`config.mk`:
```
export PLATFORM = sky130hd
export DESIGN_NAME = sysref_timebase
export DESIGN_NICKNAME = d
export VERILOG_FILES = /design/src/rtl/sysref_timebase_pkg.sv /design/src/rtl/sysref_timebase_trig_chan.sv /design/src/rtl/sysref_timebase.sv
export SDC_FILE = /design/constraint.sdc
export NUM_CORES = 2
export LEC_CHECK = 0
export ABC_AREA = 1
export BUFFER_PORTS_ARGS = -buffer_cell sky130_fd_sc_hd__buf_2
export CAP_MARGIN = 20
export CELL_PAD_IN_SITES_DETAIL_PLACEMENT = 0
export CELL_PAD_IN_SITES_GLOBAL_PLACEMENT = 1
export CORE_MARGIN = 3
export CORE_UTILIZATION = 25
export CTS_CLUSTER_DIAMETER = 30
export DETAILED_ROUTE_END_ITERATION = 8
export HOLD_SLACK_MARGIN = 0.05
export PLACE_DENSITY_LB_ADDON = 0.3
export REMOVE_ABC_BUFFERS = 1
export SLEW_MARGIN = 15
export SYNTH_ARGS = -nofsm -noshare
export SYNTH_HDL_FRONTEND = slang
export SYNTH_SLANG_ARGS = --single-unit
export TNS_END_PERCENT = 100
```
`constraint.sdc`:
```
create_clock -name clk -period 4.7 [get_ports clk]
set_input_delay 0 -clock clk [delete_from_list [all_inputs] [get_ports clk]]
set_output_delay 0 -clock clk [all_outputs]
set_load 0.01 [all_outputs]
```
`src/rtl/sysref_timebase_pkg.sv`:
```
// Shared types for the SYSREF-aligned timebase.
//   tb_state_t  : timebase sequencing states
//   trig_mode_t : per-channel trigger mode encoding (11 is treated as off)
//   sat_inc8    : saturating increment for the SYSREF edge counter
package sysref_timebase_pkg;

   typedef enum logic [1:0] {
      IDLE  = 2'd0,
      ARMED = 2'd1,
      RUN   = 2'd2
   } tb_state_t;

   typedef enum logic [1:0] {
      TRIG_OFF      = 2'd0,
      TRIG_ONESHOT  = 2'd1,
      TRIG_PERIODIC = 2'd2
   } trig_mode_t;

   function automatic logic [7:0] sat_inc8(input logic [7:0] v);
      return (v == 8'hFF) ? v : v + 8'd1;
   endfunction

endpackage

```
`src/rtl/sysref_timebase_trig_chan.sv`:
```
// One programmable time-trigger channel.
//   clk, aresetn        : clock, async active-low reset
//   clkcnt              : selected timebase count used for the compare
//   disarm              : clears enable, trig and trig_stb
//   trig_load           : latch trig_time/trig_period/trig_mode, clear trig
//   trig_mode           : 00 off, 01 oneshot, 10 periodic
//   trig_time           : absolute fire count
//   trig_period         : reload increment in periodic mode (0 = oneshot)
//   trig                : level, high once the channel has fired
//   trig_stb            : one-cycle pulse per fire
module timebase_trig_chan
   import sysref_timebase_pkg::*;
#(
   parameter int CNTWIDTH = 64,
   parameter int PERWIDTH = 32
) (
   input  logic                clk,
   input  logic                aresetn,
   input  logic [CNTWIDTH-1:0] clkcnt,
   input  logic                disarm,
   input  logic                trig_load,
   input  logic [1:0]          trig_mode,
   input  logic [CNTWIDTH-1:0] trig_time,
   input  logic [PERWIDTH-1:0] trig_period,
   output logic                trig,
   output logic                trig_stb
);

   logic                en_q;
   logic                periodic_q;
   logic                trig_q;
   logic                stb_q;
   logic [CNTWIDTH-1:0] target_q;
   logic [PERWIDTH-1:0] period_q;
   logic                fire;
   logic                load_en;

   assign fire    = en_q & (clkcnt >= target_q);
   assign load_en = (trig_mode == TRIG_ONESHOT) || (trig_mode == TRIG_PERIODIC);

   always_ff @(posedge clk or negedge aresetn) begin
      if (!aresetn) begin
         en_q       <= 1'b0;
         periodic_q <= 1'b0;
         trig_q     <= 1'b0;
         stb_q      <= 1'b0;
         target_q   <= '0;
         period_q   <= '0;
      end else begin
         stb_q <= 1'b0;
         if (disarm) begin
            en_q   <= 1'b0;
            trig_q <= 1'b0;
         end else if (trig_load) begin
            // a load in the same cycle as a fire swallows the strobe
            target_q   <= trig_time;
            period_q   <= trig_period;
            periodic_q <= (trig_mode == TRIG_PERIODIC);
            en_q       <= load_en;
            trig_q     <= 1'b0;
         end else if (fire) begin
            stb_q  <= 1'b1;
            trig_q <= 1'b1;
            if (periodic_q && (period_q != '0)) begin
               target_q <= target_q + CNTWIDTH'(period_q);
            end else begin
               en_q <= 1'b0;
            end
         end
      end
   end

   assign trig     = trig_q;
   assign trig_stb = stb_q;

endmodule

```
`src/rtl/sysref_timebase.sv`:
```
// SYSREF-aligned global timebase with NTRIG time-triggers.
//   clk, aresetn : DSP clock, async active-low reset
//   sysref       : raw SYSREF, asynchronous to clk
//   arm, disarm  : sequencing pulses (disarm wins)
//   corr, corr_sw: offset added to the raw count, output select
//   trig_*       : per-channel load/mode/time/period
//   running      : timebase counting
//   sysref_cnt   : SYSREF edges since arm (saturating)
//   clkcnt_raw   : raw counter; clkcnt: selected count
//   trig, trig_stb : per-channel fired level and fire pulse
//
// state | meaning
// IDLE  | counter held at 0, waiting for arm
// ARMED | counting SYSREF rising edges up to SYSREF_ARM
// RUN   | counter increments every cycle
module sysref_timebase
   import sysref_timebase_pkg::*;
#(
   parameter int CNTWIDTH    = 64,
   parameter int NTRIG       = 4,
   parameter int SYSREF_ARM  = 4,
   parameter int SYNC_STAGES = 2,
   parameter int PERWIDTH    = 32
) (
   input  logic                      clk,
   input  logic                      aresetn,
   input  logic                      sysref,
   input  logic                      arm,
   input  logic                      disarm,
   input  logic [CNTWIDTH-1:0]       corr,
   input  logic                      corr_sw,
   input  logic [NTRIG-1:0]          trig_load,
   input  logic [2*NTRIG-1:0]        trig_mode,
   input  logic [CNTWIDTH*NTRIG-1:0] trig_time,
   input  logic [PERWIDTH*NTRIG-1:0] trig_period,
   output logic                      running,
   output logic [7:0]                sysref_cnt,
   output logic [CNTWIDTH-1:0]       clkcnt_raw,
   output logic [CNTWIDTH-1:0]       clkcnt,
   output logic [NTRIG-1:0]          trig,
   output logic [NTRIG-1:0]          trig_stb
);

   logic [SYNC_STAGES-1:0] sync_q;
   logic                   sref_prev_q;
   logic                   sref_rise_q;
   tb_state_t              state_q;
   logic                   running_q;
   logic [7:0]             cnt_q;
   logic [CNTWIDTH-1:0]    raw_q;
   logic [CNTWIDTH-1:0]    raw_d;
   logic [CNTWIDTH-1:0]    corr_q;

   always_ff @(posedge clk or negedge aresetn) begin
      if (!aresetn) begin
         sync_q      <= '0;
         sref_prev_q <= 1'b0;
         sref_rise_q <= 1'b0;
      end else begin
         sync_q      <= {sync_q[SYNC_STAGES-2:0], sysref};
         sref_prev_q <= sync_q[SYNC_STAGES-1];
         sref_rise_q <= sync_q[SYNC_STAGES-1] & ~sref_prev_q;
      end
   end

   always_comb begin
      raw_d = raw_q;
      if (disarm) begin
         raw_d = '0;
      end else if (state_q == RUN) begin
         raw_d = raw_q + CNTWIDTH'(1);
      end
   end

   always_ff @(posedge clk or negedge aresetn) begin
      if (!aresetn) begin
         state_q   <= IDLE;
         running_q <= 1'b0;
         cnt_q     <= '0;
         raw_q     <= '0;
      end else begin
         raw_q <= raw_d;
         if (disarm) begin
            state_q   <= IDLE;
            running_q <= 1'b0;
         end else begin
            case (state_q)
               IDLE: begin
                  if (arm) begin
                     state_q <= ARMED;
                     cnt_q   <= '0;
                  end
               end
               ARMED: begin
                  if (sref_rise_q) begin
                     cnt_q <= sat_inc8(cnt_q);
                     if (cnt_q == 8'(SYSREF_ARM - 1)) begin
                        state_q   <= RUN;
                        running_q <= 1'b1;
                     end
                  end
               end
               RUN: begin
                  if (sref_rise_q) begin
                     cnt_q <= sat_inc8(cnt_q);
                  end
               end
               default: begin
                  state_q   <= IDLE;
                  running_q <= 1'b0;
               end
            endcase
         end
      end
   end

   // Sum built from the next raw value so the corrected count lines up with
   // clkcnt_raw; a change on corr shows up one cycle later.
   always_ff @(posedge clk or negedge aresetn) begin
      if (!aresetn) begin
         corr_q <= '0;
      end else begin
         corr_q <= raw_d + corr;
      end
   end

   assign running    = running_q;
   assign sysref_cnt = cnt_q;
   assign clkcnt_raw = raw_q;
   assign clkcnt     = corr_sw ? corr_q : raw_q;

   for (genvar k = 0; k < NTRIG; k++) begin : g_chan
      timebase_trig_chan #(
         .CNTWIDTH (CNTWIDTH),
         .PERWIDTH (PERWIDTH)
      ) u_chan (
         .clk         (clk),
         .aresetn     (aresetn),
         .clkcnt      (clkcnt),
         .disarm      (disarm),
         .trig_load   (trig_load[k]),
         .trig_mode   (trig_mode[2*k +: 2]),
         .trig_time   (trig_time[k*CNTWIDTH +: CNTWIDTH]),
         .trig_period (trig_period[k*PERWIDTH +: PERWIDTH]),
         .trig        (trig[k]),
         .trig_stb    (trig_stb[k])
      );
   end

endmodule

```
# Yosys cells after proc, flatten, opt, wreduce, memory -nomap -nowiden
# Index checks and enable logic that the tools add are counted.
[word_totals]
latch_bits = 0
mem_bits_rw = 0
rom_bits = 0
memories = 0
ff_bits = 543
wordCells = 185
out_inout_bits = 145
[classes]
bitwise_logic = 7
n_reduce_logical = 43
order_cmp = 4
shift = 0
multipliers = 0
n_eq_ne = 24
n_addsub = 7
muxes = 68
div = 0
[ops]
columns = ["op", "count"]
rows = [
  ["64-bit two-way mux", 15],
  ["64-bit by 32-bit adder with 64-bit output", 4],
  ["64-bit >= comparator", 4],
  ["32-bit nonzero test", 4],
  ["64-bit by 1-bit adder with 64-bit output (second input constant)", 1],
  ["64-bit adder", 1],
  ["1-bit two-way mux", 43],
  ["8-bit two-way mux", 3],
  ["3-bit inequality test (second input constant)", 7],
  ["2-bit nonzero test", 9],
  ["8-bit one-hot mux with 2 select lines", 1],
  ["2-bit AND reduction", 8],
  ["3-bit AND reduction", 5],
  ["3-bit nonzero test", 4],
  ["2-bit by 1-bit equality test with 1-bit output (second input constant)", 5],
  ["2-bit equality test (second input constant)", 5],
  ["8-bit by 1-bit adder with 8-bit output (second input constant)", 1],
  ["8-bit by 2-bit equality test with 1-bit output (second input constant)", 1],
  ["8-bit equality test (second input constant)", 1],
  ["2-bit two-way mux", 4],
  ["2-bit inequality test (second input constant)", 3],
  ["2-bit one-hot mux with 3 select lines", 1],
  ["1-bit AND", 5],
  ["5-bit AND reduction", 1],
  ["8 further kinds", 17],
]

# Longest topological paths before layout
[depth]
word_depth = 6
ltp_mapped = 26

# Cells and area by module
# From an unflattened synthesis, not the netlist that was laid out.
[unflattened]
hier_cells = 8896
area_unflattened_um2 = 53835.4
[by_module_without_submodules]
columns = ["module", "cells_per_inst", "instances", "area_per_inst_um2", "seq_area_each_um2"]
rows = [
  ["timebase_trig_chan (g_chan[0].u_chan ...)", 1780, 3, 10546.4, 2502.4],
  ["sysref_timebase", 1893, 1, 11932.7, 3578.4],
  ["timebase_trig_chan (g_chan[3].u_chan)", 1663, 1, 10263.6, 2502.4],
]

# Least setup slack after synthesis
# Ideal clock, no wire load.
[synth_timing]
path_kind = "register -> register"
start = "reg state_q[0]"
end = "reg corr_q[59]"
setup_time_ns = 0.117
path_slack_ns = 1.325
n_path_buf = 0
arrival_ns = 3.258
t_required_ns = 4.583
path_stages_with_launch = 26
cell_sequence = "dfrtp_1 inv_1 ha_1 nand2_1 nor2_4 nand3_2 nor2_2 nand2_2 nor2_4 nand2_2 nor2_2 inv_2 nor2_2 xor2_1 nor2_1 ha_1 nand2_1 nor2_1 inv_1 nor2_1 inv_1 nor4_1 nand2_1 or2_2 nand3_1 nand2_1"
[synth_via]
elab_chain_len = 4
[synth_rtl]
columns = ["element", "line", "source"]
rows = [
  ["from (decl)", "sysref_timebase.sv:47", "tb_state_t state_q;"],
  ["from (signal assigned)", "sysref_timebase.sv:77", "state_q <= IDLE;"],
  ["from (signal assigned)", "sysref_timebase.sv:84", "state_q <= IDLE;"],
  ["from (signal assigned)", "sysref_timebase.sv:90", "state_q <= ARMED;"],
  ["2-bit equality test", "sysref_timebase.sv:70", "end else if (state_q == RUN) begin"],
  ["64-bit two-way mux", "sysref_timebase.sv:70", ""],
  ["64-bit two-way mux", "sysref_timebase.sv:68", "if (disarm) begin"],
  ["named net raw_d[49]", "sysref_timebase.sv:51", "logic [CNTWIDTH-1:0] raw_d;"],
  ["64-bit adder", "sysref_timebase.sv:123", "corr_q <= raw_d + corr;"],
  ["to (signal assigned)", "sysref_timebase.sv:123", ""],
  ["to (decl)", "sysref_timebase.sv:52", "logic [CNTWIDTH-1:0] corr_q;"],
]
# The timed path passes the listed nets, and every way through them passes these cells.
# A chain may end at the register's enable or synchronous reset.

# Final worst setup path
[layout_timing]
start = "reg state_q[0]"
end = "reg corr_q[49]"
# The elaborated chain is that of the path after synthesis.

==> results.toml <==
[power_and_ir_drop]
p_int_uw = 19300
p_comb_share_pct = 33.8
p_clk_share_pct = 46.1
p_leak_uw = 0.0406
ir_worst_vdd_v = 0.000374
p_seq_share_pct = 20.0
p_switching_uw = 11700
power_density_nw_per_um2 = 391
swShare_pct = 37.7

[final_layout]
stdcell_area_sq_um = 79200
final_nets = 11500
areaGrowthSynthToFinish_pct = 49.7
fillers = 22400
drive_gt1_share_pct = 12.9
final_cell_count_no_fill = 13600

[global_route]
grt_start_max_net_pins = 104
antenna_found_initial = 29
grt_pass1_wl_mm = 443
grt_pass1_vias = 64600
grt-ovfl-total = 0
grt.total_usage_pct = 27.9

[timing]
post-route-period-util_pct = 94.2
hold_violations = 0
worst_pin_slew_ps = 1150
slew_violations = 0
slew_headroom_pct = 22.9
clock.fmax_mhz = 226
setup_viol = 0
holdWs_ps = 89.0
finalClockSkew_ps = 78.0
min_period_ps = 4430
finalWorstSetupSlack_ps = 272

[synth]
synth_area_leader_cell = "dfrtp_1"
avgSynthCellArea_sq_um = 6.09
synth_edf_count = 0
ys.flop_type = "dfrtp_1"
synth_top_family_by_area = "simple AND/OR/NAND/NOR gates"
synthXorXnorAreaFrac_pct = 2.73
yosysMostFrequentCell = "nand2_1"
synthTopCellsByCount = "nand2_1 (3158), inv_1 (1315), nand3_1 (720)"
synthMuxAreaShare_pct = 0.192
ys_seq_area_share_pct = 25.7
synth_simple_gate_area_share_pct = 40.0
synth.distinct_cells = 59
async_reset_ff_share_pct = 100
synth_fa_ha_area_share_pct = 11.0
netlist_area_sq_um = 52900
synth_compound_area_share_pct = 9.22
yosysWarnings = 0
synth_top_area_share_pct = 25.7
yosys-top-cells-area = "dfrtp_1 (26%), nand2_1 (22%), ha_1 (11%)"
synthCells = 8685
synth_seq_cells = 543

[critical_path]
critPathArrivalTime_ps = 5150
worstPathMaxFanout = 9
crit_path_start_kind = "flop"
crit_required_ps = 5420
criticalPathCategory = "flop to flop"
cp-end-kind = "flop"

[route]
dr.pass1.iters = 6
drtIter0Drc = 5303
drcViolationCount = 0
num_vias = 65400
final_antenna_net_count = 0
avgViaCountPerCell = 4.80
wl_per_cell_um = 22.9
routed_wl_mm = 312

[placement]
dp_slack_ps = 213
globalplace.congestion = 0.977
dpl.cell_count = 12100
dpl-instance-area_sq_um = 60400
port_buffers = 610
dp_hpwl_mm = 248

[worst_hold_path]
hold_path.class = "input pin to flop"

[clocking]
cts_root_buffer = "clkbuf_16"
htree_levels = 4
clock_path_buffers = 3
clkTransAtPathRegs_ps = 40
clkLatencyLatePin_ps = 880
clock_sinks = 543
cts_tree = "yes"
cts_inserted_buffers = 210

[floorplan]
fp.dieH_um = 466
fp.dieW_um = 466
start_util_pct = 25.2
io_pins = 611
core-area_sq_um = 210000
dieArea_sq_um = 217000
rows = 168

[run_status]
status = "finished, final reports clean"

[job]
drv_cap = 0
-- routing by layer --
| layer | share of wire [%] | vias to the layer above | routed length (um) | GRT usage, % |
|---|---|---|---|---|
| met1 | 45 | 31000 | 139000 | 37.6 |
| met3 | 6.8 | 482 | 21200 | 4.87 |
| li1 | - | 31500 | - | - |
| met5 | 0.0087 | - | 27 | 0 |
| met4 | 5.3 | 4 | 16500 | 13.5 |
| met2 | 43 | 2367 | 135000 | 43.2 |
-- layout make-up --
cell class                 count  area [sq um]  share of cell area, %
inverter                    1330          4990                   6.30
sequential                   543         13600                   17.2
tap                         2805          3510                   4.43
clock buffer                 301          6150                   7.76
antenna                       29          72.6                 0.0916
multi-input combinational   6635         33800                   42.7
timing repair buffer        1897         15800                   19.9
clock inverter                90          1270                   1.61
-- logic make-up after synthesis --
family	count (synthesis)
compound gates	934
xor+xnor	165
fa+ha+maj	462
buf+inv	1507
flops	543
mux	9
simple gates	5065
-- path summary, 6_finish.rpt --
path / start / end / slack [ps] / depth (start not counted)
min reg2reg: sync_q[0]$_DFF_PN0_ / sync_q[1]$_DFF_PN0_ / 350 / 0
min in group asynchronous: aresetn / g_chan[0].u_chan.target_q[17]$_DFFE_PN0P_ / 440 / 4
max in group asynchronous: aresetn / sysref_cnt[7]$_DFFE_PN0P_ / 3310 / 5
max reg2reg: state_q[0]$_DFFE_PN0P_ / corr_q[49]$_DFF_PN0_ / 270 / 18
max: state_q[0]$_DFFE_PN0P_ / corr_q[49]$_DFF_PN0_ / 270 / 18
min: trig_time[135] / g_chan[2].u_chan.target_q[7]$_DFFE_PN0P_ / 90 / 6
-- state kept, by name, indices dropped and copies added (netlist names), 2 cells and up --
signal                    count
sysref_cnt                    8
g_chan.u_chan.target_q      256
clkcnt_raw                   64
sync_q                        2
state_q                       2
g_chan.u_chan.trig            4
g_chan.u_chan.periodic_q      4
corr_q                       64
g_chan.u_chan.en_q            4
g_chan.u_chan.period_q      128
g_chan.u_chan.trig_stb        4
-- metrics by stage --
stage,power [uW],utilization [%],TNS (ps)
2_1_floorplan,11800,-,0
3_3_place_gp,15500,28.8,0
3_5_place_dp,15600,28.8,0
4_1_cts,31000,37.6,0
5_1_grt,32700,37.7,-14.8
6_report,30900,37.7,0
-- what timing repair did --
item	in CTS	in global routing
hold buffers	1108	0
resized for setup	0	23
endpoints found under the setup margin	0	12
setup buffers	0	3
hold endpoints to repair	1027	0
-- critical path, cell delays in order, from the launching register on --
cell and delay (ps):
dfrtp_1 390, inv_1 150, ha_4 190, buf_4 240, inv_1 80, nor3_1 320
nand4_1 200, buf_4 210, or2_0 220, a21oi_1 230, ha_1 310, buf_4 170
nand2_1 60, nand2_1 100, a21oi_1 260, o21ai_0 260, a21oi_1 320, nand3_1 330
xor2_1 230
-- cells in the final DEF (no fill, tap or decap), types with 8 or more instances in the layout --
cell	Yosys	final
a21o_1	16	16
a21oi_1	360	355
a31oi_1	9	9
buf_12	0	18
buf_2	13	607
buf_4	9	160
bufinv_16	0	19
clkbuf_1	117	36
clkbuf_16	0	210
clkbuf_8	0	55
clkinv_16	0	13
clkinv_2	0	53
dfrtp_1	543	543
diode_2	0	29
dlygate4sd3_1	0	1107
ha_1	457	451
inv_1	1315	1311
inv_2	15	19
mux2_2	9	9
nand2_1	3158	3158
nand2_2	17	17
nand3_1	720	720
nand3_2	10	10
nand3b_1	15	15
nand4_1	138	138
nor2_1	718	713
nor2_2	9	10
nor2_4	8	12
nor3_1	123	121
nor3_2	6	8
nor4_1	28	28
o21a_1	8	8
o21ai_0	468	411
o21ai_1	26	28
o21ai_2	1	47
o21ai_4	0	9
o21bai_1	26	26
or2_2	79	79
xnor2_1	101	101
xor2_1	64	64
-- power groups by stage --
stage / sequential, uW / clock, uW / combinational [uW]
5_1_grt: 6280 / 14800 / 11700
2_1_floorplan: 5900 / 0 / 5920
4_1_cts: 6190 / 14500 / 10400
6_report: 6200 / 14300 / 10500
3_3_place_gp: 6230 / 0 / 9290
3_5_place_dp: 6240 / 0 / 9380
No activity file was read; power rests on OpenSTA's default activity.
